<file path="config.mk">
export PLATFORM = sky130hd
export DESIGN_NAME = rice_encoder
export DESIGN_NICKNAME = d
export VERILOG_FILES = /design/src/rtl/flac_pkg.sv /design/src/rtl/bit_packer.sv /design/src/rtl/rice_encoder.sv
export SDC_FILE = /design/constraint.sdc
export NUM_CORES = 1
export LEC_CHECK = 0
export ABC_AREA = 1
export BUFFER_PORTS_ARGS = -buffer_cell sky130_fd_sc_hd__buf_4
export CAP_MARGIN = 20
export CELL_PAD_IN_SITES_DETAIL_PLACEMENT = 1
export CELL_PAD_IN_SITES_GLOBAL_PLACEMENT = 2
export CORE_MARGIN = 2
export CORE_UTILIZATION = 34
export DETAILED_ROUTE_END_ITERATION = 12
export PLACE_DENSITY_LB_ADDON = 0.1
export SYNTH_ARGS = -nofsm -noshare
export SYNTH_HDL_FRONTEND = slang
export SYNTH_SLANG_ARGS = --single-unit
</file>
<file path="constraint.sdc">
create_clock -name clk -period 3.15 [get_ports clk]
set_input_delay 0.4725 -clock clk [delete_from_list [all_inputs] [get_ports clk]]
set_output_delay 0.4725 -clock clk [all_outputs]
set_load 0.02 [all_outputs]
</file>
<file path="src/rtl/flac_pkg.sv">
// Shared definitions for the FLAC residual coding path: the coder state
// encoding, the residual width and the signed-to-unsigned zigzag map.
package flac_pkg;

  localparam int RES_W = 16;

  typedef enum logic [2:0] {
    IDLE  = 3'd0,
    UNARY = 3'd1,
    STOP  = 3'd2,
    REM   = 3'd3,
    ESC   = 3'd4,
    FLUSH = 3'd5
  } state_e;

  // Folds signed values onto 0,1,2,... as 0,-1,1,-2,...; -32768 lands on 65535.
  function automatic logic [RES_W-1:0] zigzag(input logic signed [RES_W-1:0] r);
    return {r[RES_W-2:0], 1'b0} ^ {RES_W{r[RES_W-1]}};
  endfunction

endpackage

</file>
<file path="src/rtl/bit_packer.sv">
// MSB-first serial-to-byte packer with a one-byte output register and
// ready/valid backpressure toward the bit source.
module bit_packer (
  input  logic       clk,
  input  logic       rst,
  input  logic       bit_valid,
  input  logic       bit_data,
  output logic       bit_ready,
  output logic       stall,
  output logic       bc_zero,
  output logic       out_valid,
  input  logic       out_ready,
  output logic [7:0] out_data
);

  // Only seven bits ever wait in the shift register; the eighth goes
  // straight into out_data together with them.
  logic [6:0] sr_q, sr_d;
  logic [2:0] bc_q, bc_d;
  logic [7:0] out_data_q, out_data_d;
  logic       out_valid_q, out_valid_d;
  logic       push;

  // NOTE: every signal written here gets a default first so no path leaves it
  // unassigned, which would otherwise infer a latch.
  always_comb begin
    stall       = (bc_q == 3'd7) && out_valid_q && !out_ready;
    bit_ready   = !stall;
    push        = bit_valid && bit_ready;
    sr_d        = sr_q;
    bc_d        = bc_q;
    out_data_d  = out_data_q;
    out_valid_d = out_valid_q && !out_ready;
    if (push) begin
      if (bc_q == 3'd7) begin
        out_data_d  = {sr_q, bit_data};
        out_valid_d = 1'b1;
        bc_d        = 3'd0;
      end else begin
        sr_d = {sr_q[5:0], bit_data};
        bc_d = bc_q + 3'd1;
      end
    end
  end

  // NOTE: state updates use non-blocking assignments so every flop samples
  // the pre-edge values computed above, independent of statement order.
  always_ff @(posedge clk or posedge rst) begin
    if (rst) begin
      sr_q        <= '0;
      bc_q        <= '0;
      out_data_q  <= '0;
      out_valid_q <= 1'b0;
    end else begin
      sr_q        <= sr_d;
      bc_q        <= bc_d;
      out_data_q  <= out_data_d;
      out_valid_q <= out_valid_d;
    end
  end

  assign bc_zero   = (bc_q == 3'd0);
  assign out_valid = out_valid_q;
  assign out_data  = out_data_q;

endmodule

</file>
<file path="src/rtl/rice_encoder.sv">
// Golomb-Rice coder: zigzag-maps each residual, serialises its unary/remainder
// or escape codeword one bit per cycle into bit_packer, and pads on flush.
module rice_encoder
  import flac_pkg::*;
#(
  parameter int QMAX = 32
) (
  input  logic                    clk,
  input  logic                    rst,
  input  logic                    in_valid,
  output logic                    in_ready,
  input  logic signed [RES_W-1:0] in_res,
  input  logic [3:0]              rice_k,
  input  logic                    flush,
  output logic                    out_valid,
  input  logic                    out_ready,
  output logic [7:0]              out_data,
  output logic                    flush_done,
  output logic [31:0]             bits_total
);

  localparam logic [7:0] QMAX_B = 8'(QMAX);

  state_e           state_q, state_d;
  logic [RES_W-1:0] u_q, u_d;
  logic [3:0]       k_q, k_d;
  logic [7:0]       tgt_q, tgt_d;
  logic [7:0]       cnt_q, cnt_d;
  logic             esc_q, esc_d;
  logic             flush_pend_q, flush_pend_d;
  logic [31:0]      bits_total_q, bits_total_d;

  logic [RES_W-1:0] u_in, q_in;
  logic             esc_in, accept;
  logic             bit_valid, bit_data, bit_ready, bc_zero;
  logic             stall_unused;

  always_comb begin
    u_in   = zigzag(in_res);
    q_in   = u_in >> rice_k;
    esc_in = (q_in >= 16'(QMAX));
  end

  assign in_ready   = (state_q == IDLE) && !flush_pend_q;
  assign accept     = in_valid && in_ready;
  assign flush_done = (state_q == FLUSH) && bc_zero && !out_valid;

  // tgt_q holds the number of zeros to send; cnt_q counts zeros up in UNARY
  // and indexes remainder/escape bits down in REM and ESC.
  always_comb begin
    state_d   = state_q;
    u_d       = u_q;
    k_d       = k_q;
    tgt_d     = tgt_q;
    cnt_d     = cnt_q;
    esc_d     = esc_q;
    bit_valid = 1'b0;
    bit_data  = 1'b0;
    case (state_q)
      IDLE: begin
        if (accept) begin
          u_d     = u_in;
          k_d     = rice_k;
          esc_d   = esc_in;
          tgt_d   = esc_in ? QMAX_B : q_in[7:0];
          cnt_d   = '0;
          state_d = (esc_in || (q_in != '0)) ? UNARY : STOP;
        end else if (flush_pend_q) begin
          state_d = FLUSH;
        end
      end
      UNARY: begin
        bit_valid = 1'b1;
        if (bit_ready) begin
          if (cnt_q == tgt_q - 8'd1) begin
            state_d = esc_q ? ESC : STOP;
            cnt_d   = 8'd15;
          end else begin
            cnt_d = cnt_q + 8'd1;
          end
        end
      end
      STOP: begin
        bit_valid = 1'b1;
        bit_data  = 1'b1;
        if (bit_ready) begin
          if (k_q != 4'd0) begin
            state_d = REM;
            cnt_d   = {4'd0, k_q - 4'd1};
          end else begin
            state_d = IDLE;
          end
        end
      end
      REM, ESC: begin
        bit_valid = 1'b1;
        bit_data  = u_q[cnt_q[3:0]];
        if (bit_ready) begin
          if (cnt_q == 8'd0) state_d = IDLE;
          else               cnt_d   = cnt_q - 8'd1;
        end
      end
      FLUSH: begin
        bit_valid = !bc_zero;
        if (bc_zero && !out_valid) state_d = IDLE;
      end
      default: state_d = IDLE;
    endcase
  end

  // Pad bits emitted in FLUSH are not code bits and stay out of the count.
  always_comb begin
    flush_pend_d = (flush_pend_q && !flush_done) || flush;
    bits_total_d = bits_total_q +
                   {31'd0, bit_valid && bit_ready && (state_q != FLUSH)};
  end

  always_ff @(posedge clk or posedge rst) begin
    if (rst) begin
      state_q      <= IDLE;
      u_q          <= '0;
      k_q          <= '0;
      tgt_q        <= '0;
      cnt_q        <= '0;
      esc_q        <= 1'b0;
      flush_pend_q <= 1'b0;
      bits_total_q <= '0;
    end else begin
      state_q      <= state_d;
      u_q          <= u_d;
      k_q          <= k_d;
      tgt_q        <= tgt_d;
      cnt_q        <= cnt_d;
      esc_q        <= esc_d;
      flush_pend_q <= flush_pend_d;
      bits_total_q <= bits_total_d;
    end
  end

  assign bits_total = bits_total_q;

  bit_packer u_packer (
    .clk       (clk),
    .rst       (rst),
    .bit_valid (bit_valid),
    .bit_data  (bit_data),
    .bit_ready (bit_ready),
    .stall     (stall_unused),
    .bc_zero   (bc_zero),
    .out_valid (out_valid),
    .out_ready (out_ready),
    .out_data  (out_data)
  );

endmodule
</file>
==> impl_metrics.py <==
metrics = {
    "outcome": {
        "status": "finished, final reports clean",
    },
    "synth": {
        "syn_avg_cell_area_um2": 7.45,
        "synthSimpleGateAreaFrac_pct": 33.8,
        "ys_seq_area_share_pct": 39.8,
        "synth-xor-area-share_pct": 7.26,
        "synth_seq_cells": 92,
        "synth_top_family_by_area": "simple AND/OR/NAND/NOR gates",
        "synth_area_mm2": 0.00579,
        "yosysWarnings": 0,
        "synth_cells": 777,
        "synth.distinct_cells": 36,
        "synthAdderAreaFrac_pct": 2.16,
        "netlist.area_leader.share_pct": 39.8,
        "synth_compound_area_share_pct": 8.77,
        "synthTopCellsByArea": "dfrtp_1 (40%), nand2_1 (13%), nand3_1 (9.1%), o21ai_0 (5.2%), inv_1 (5.1%)",
        "yosys.area.top_type": "dfrtp_1",
        "synthMuxAreaShare_pct": 0,
        "synth_nets": 812,
    },
    "global_routing": {
        "grtUsageMet1_pct": 25.9,
        "antenna_found_initial": 0,
        "grt_pass1_wl_mm": 27.6,
        "grt_pass1_vias": 5526,
        "globalRouteOverflowTotal": 0,
        "use_met2_pct": 31.7,
        "met3_usage_pct": 2.67,
        "busiest_layer": "met2",
        "grt_max_degree": 62,
        "track_usage_pct": 19.0,
    },
    "power": {
        "peakVddDrop_v": 0.000279,
        "leakagePower_uw": 0.00336,
        "p_per_area_mw_per_mm2": 729,
    },
    "floorplan": {
        "dieArea_mm2": 0.0181,
        "chipHeight_um": 134,
        "ios": 68,
        "rows": 47,
        "start_util_pct": 34.8,
        "core_mm2": 0.0166,
        "die_w_um": 134,
    },
    "cells_and_area": {
        "layout-drive-gt1-share_pct": 17.6,
        "mostFrequentLayoutCells": "nand2_1 (195), nand3_1 (104), dfrtp_1 (91), inv_1 (78), buf_4 (72)",
        "syn_to_final_growth_pct": 17.3,
        "finalInstanceArea_mm2": 0.00679,
        "final_common_cell": "nand2_1",
        "antenna_cells": 0,
        "fin_util_pct": 40.8,
        "layout.cells.non_filler": 1059,
        "nNetsFinal": 870,
    },
    "setup_path": {
        "startpoint_type": "flop",
        "cp.arrival_ns": 3.15,
        "path_class": "flop to flop",
        "crit_path_end_kind": "flop",
        "critPathMaxFanout": 6,
        "cp.required_ns": 3.42,
    },
    "routing": {
        "drtAntennaViolNets": 0,
        "firstDrtPassIters": 4,
        "drc": 0,
        "first_iter_violations": 241,
        "vias": 5311,
        "postRouteWirelength_mm": 16.6,
        "post_drt_wl_per_cell_um": 15.7,
        "via_per_inst": 5.02,
    },
    "sta": {
        "setup_violations": 0,
        "hold_violations": 0,
        "finalClockSkew_ns": 0.00578,
        "fmax_mhz": 348,
        "setup_slack_ns": 0.273,
        "finalCriticalPeriod_ns": 2.88,
        "maxSlewViolCount": 0,
        "relSlewSlack_pct": 54.9,
        "worst_slew_pin_slew_ns": 0.676,
        "min_period_over_period_pct": 91.3,
    },
    "clocking": {
        "cts_buffer_depth": 2,
        "clk_pin_slew_worst_paths_ns": 0.07,
        "cts_tree": "done",
        "cts_hold_buf": 0,
        "cts-root-buf": "clkbuf_16",
        "htreeDepth": 3,
        "clkSinkCount": 92,
        "insertion_delay_ns": 0.34,
        "cts_resized": 0,
        "post_cts_buffers": 0,
        "cts_made_buffers": 9,
    },
    "placed_design": {
        "place_area_mm2": 0.00648,
        "gp_congestion": 0.811,
        "dp_cells": 1044,
        "hpwlAfterDp_mm": 12.7,
        "pre_cts_slack_ns": 0.0467,
        "io_buffer_count": 67,
    },
    "flow_run": {
        "drv_cap": 0,
    },
    "worst_hold_path": {
        "hp-class": "input port to async pin",
    },
}
metal layers:
layer / vias to the layer above / wire length (µm)
met5: - / 0
met2: 75 / 7820
met4: 0 / 240
met3: 14 / 477
met1: 2582 / 8080
li1: 2640 / -
area by class of cell:
cell class	instances	area, µm²
Sequential cell	92	2300
Timing Repair Buffer	73	561
Fill cell	2069	9850
Tap cell	220	275
Clock inverter	4	26.3
Inverter	88	333
Multi-Input combinational cell	571	3050
Clock buffer	11	243
synth_stat cells (all sizes together):
cell type	count
dfrtp	92
a31oi	3
o21bai	1
nor4	2
inv	87
xnor2	19
nand4	17
nor2	52
nand3b	2
a21oi	23
nor3b	1
buf	16
nand2	207
o21ai	68
o22ai	3
nor3	15
clkinv	1
clkbuf	10
or2	6
ha	10
nand3	113
xor2	29
cells by family after synthesis:
kind of cell    count (synthesis)
compound gates                 98
flops                          92
fa+ha+maj                      10
simple gates                  415
buf+inv                       114
xor+xnor                       48
worst paths after layout:
check                          startpoint                   end  slack (ns)  depth (start not counted)
setup / recovery               state_q[0]        bits_total[27]        0.27                         17
hold / removal                        rst  u_packer.out_data[6]        0.18                          2
setup reg to reg               state_q[0]        bits_total[27]        0.27                         17
hold reg to reg            bits_total[31]        bits_total[31]        0.47                          1
max in group asynchronous             rst                u_q[5]        2.24                          3
min in group clk                    flush          flush_pend_q        0.33                          2
power by group:
part           internal, µW  total [µW]  leakage, µW  switching [µW]
Clock                   551        1010     0.000131             455
Sequential             1530        1810      0.00117             282
Combinational           772        2130      0.00206            1360
Total                  2850        4950      0.00336            2100
state kept, by name, summed over array words and instances, names as in the netlist, 4 cells and up:
name / count
tgt_q: 8
u_q: 16
cnt_q: 8
k_q: 4
u_packer.out_data: 8
bits_total: 32
u_packer.sr_q: 7
per-stage QoR:
stage	total power, µW	setup TNS, ns	hold slack [ns]
3_5_place_dp	3960	0	0.467
6_report	4950	0	0.179
4_1_cts	5000	0	0.190
2_1_floorplan	3280	0	0.444
3_3_place_gp	3870	0	0.460
5_1_grt	5400	-0.0632	0.217
worst max-delay path, stage by stage, from the launching register on:
cell,delay [ns]
dfrtp_1,0.42
inv_1,0.14
a21oi_2,0.10
nor2_4,0.19
nor3_4,0.08
nand2_1,0.08
nand2_1,0.06
nor2_1,0.11
ha_1,0.18
nand3_1,0.14
nor3b_2,0.28
nand3_2,0.16
nor2_4,0.16
nand3_2,0.11
nor2_1,0.13
nand3_2,0.12
nor3_2,0.16
xor2_1,0.15
Note: power is estimated with default switching activity, not from simulation.
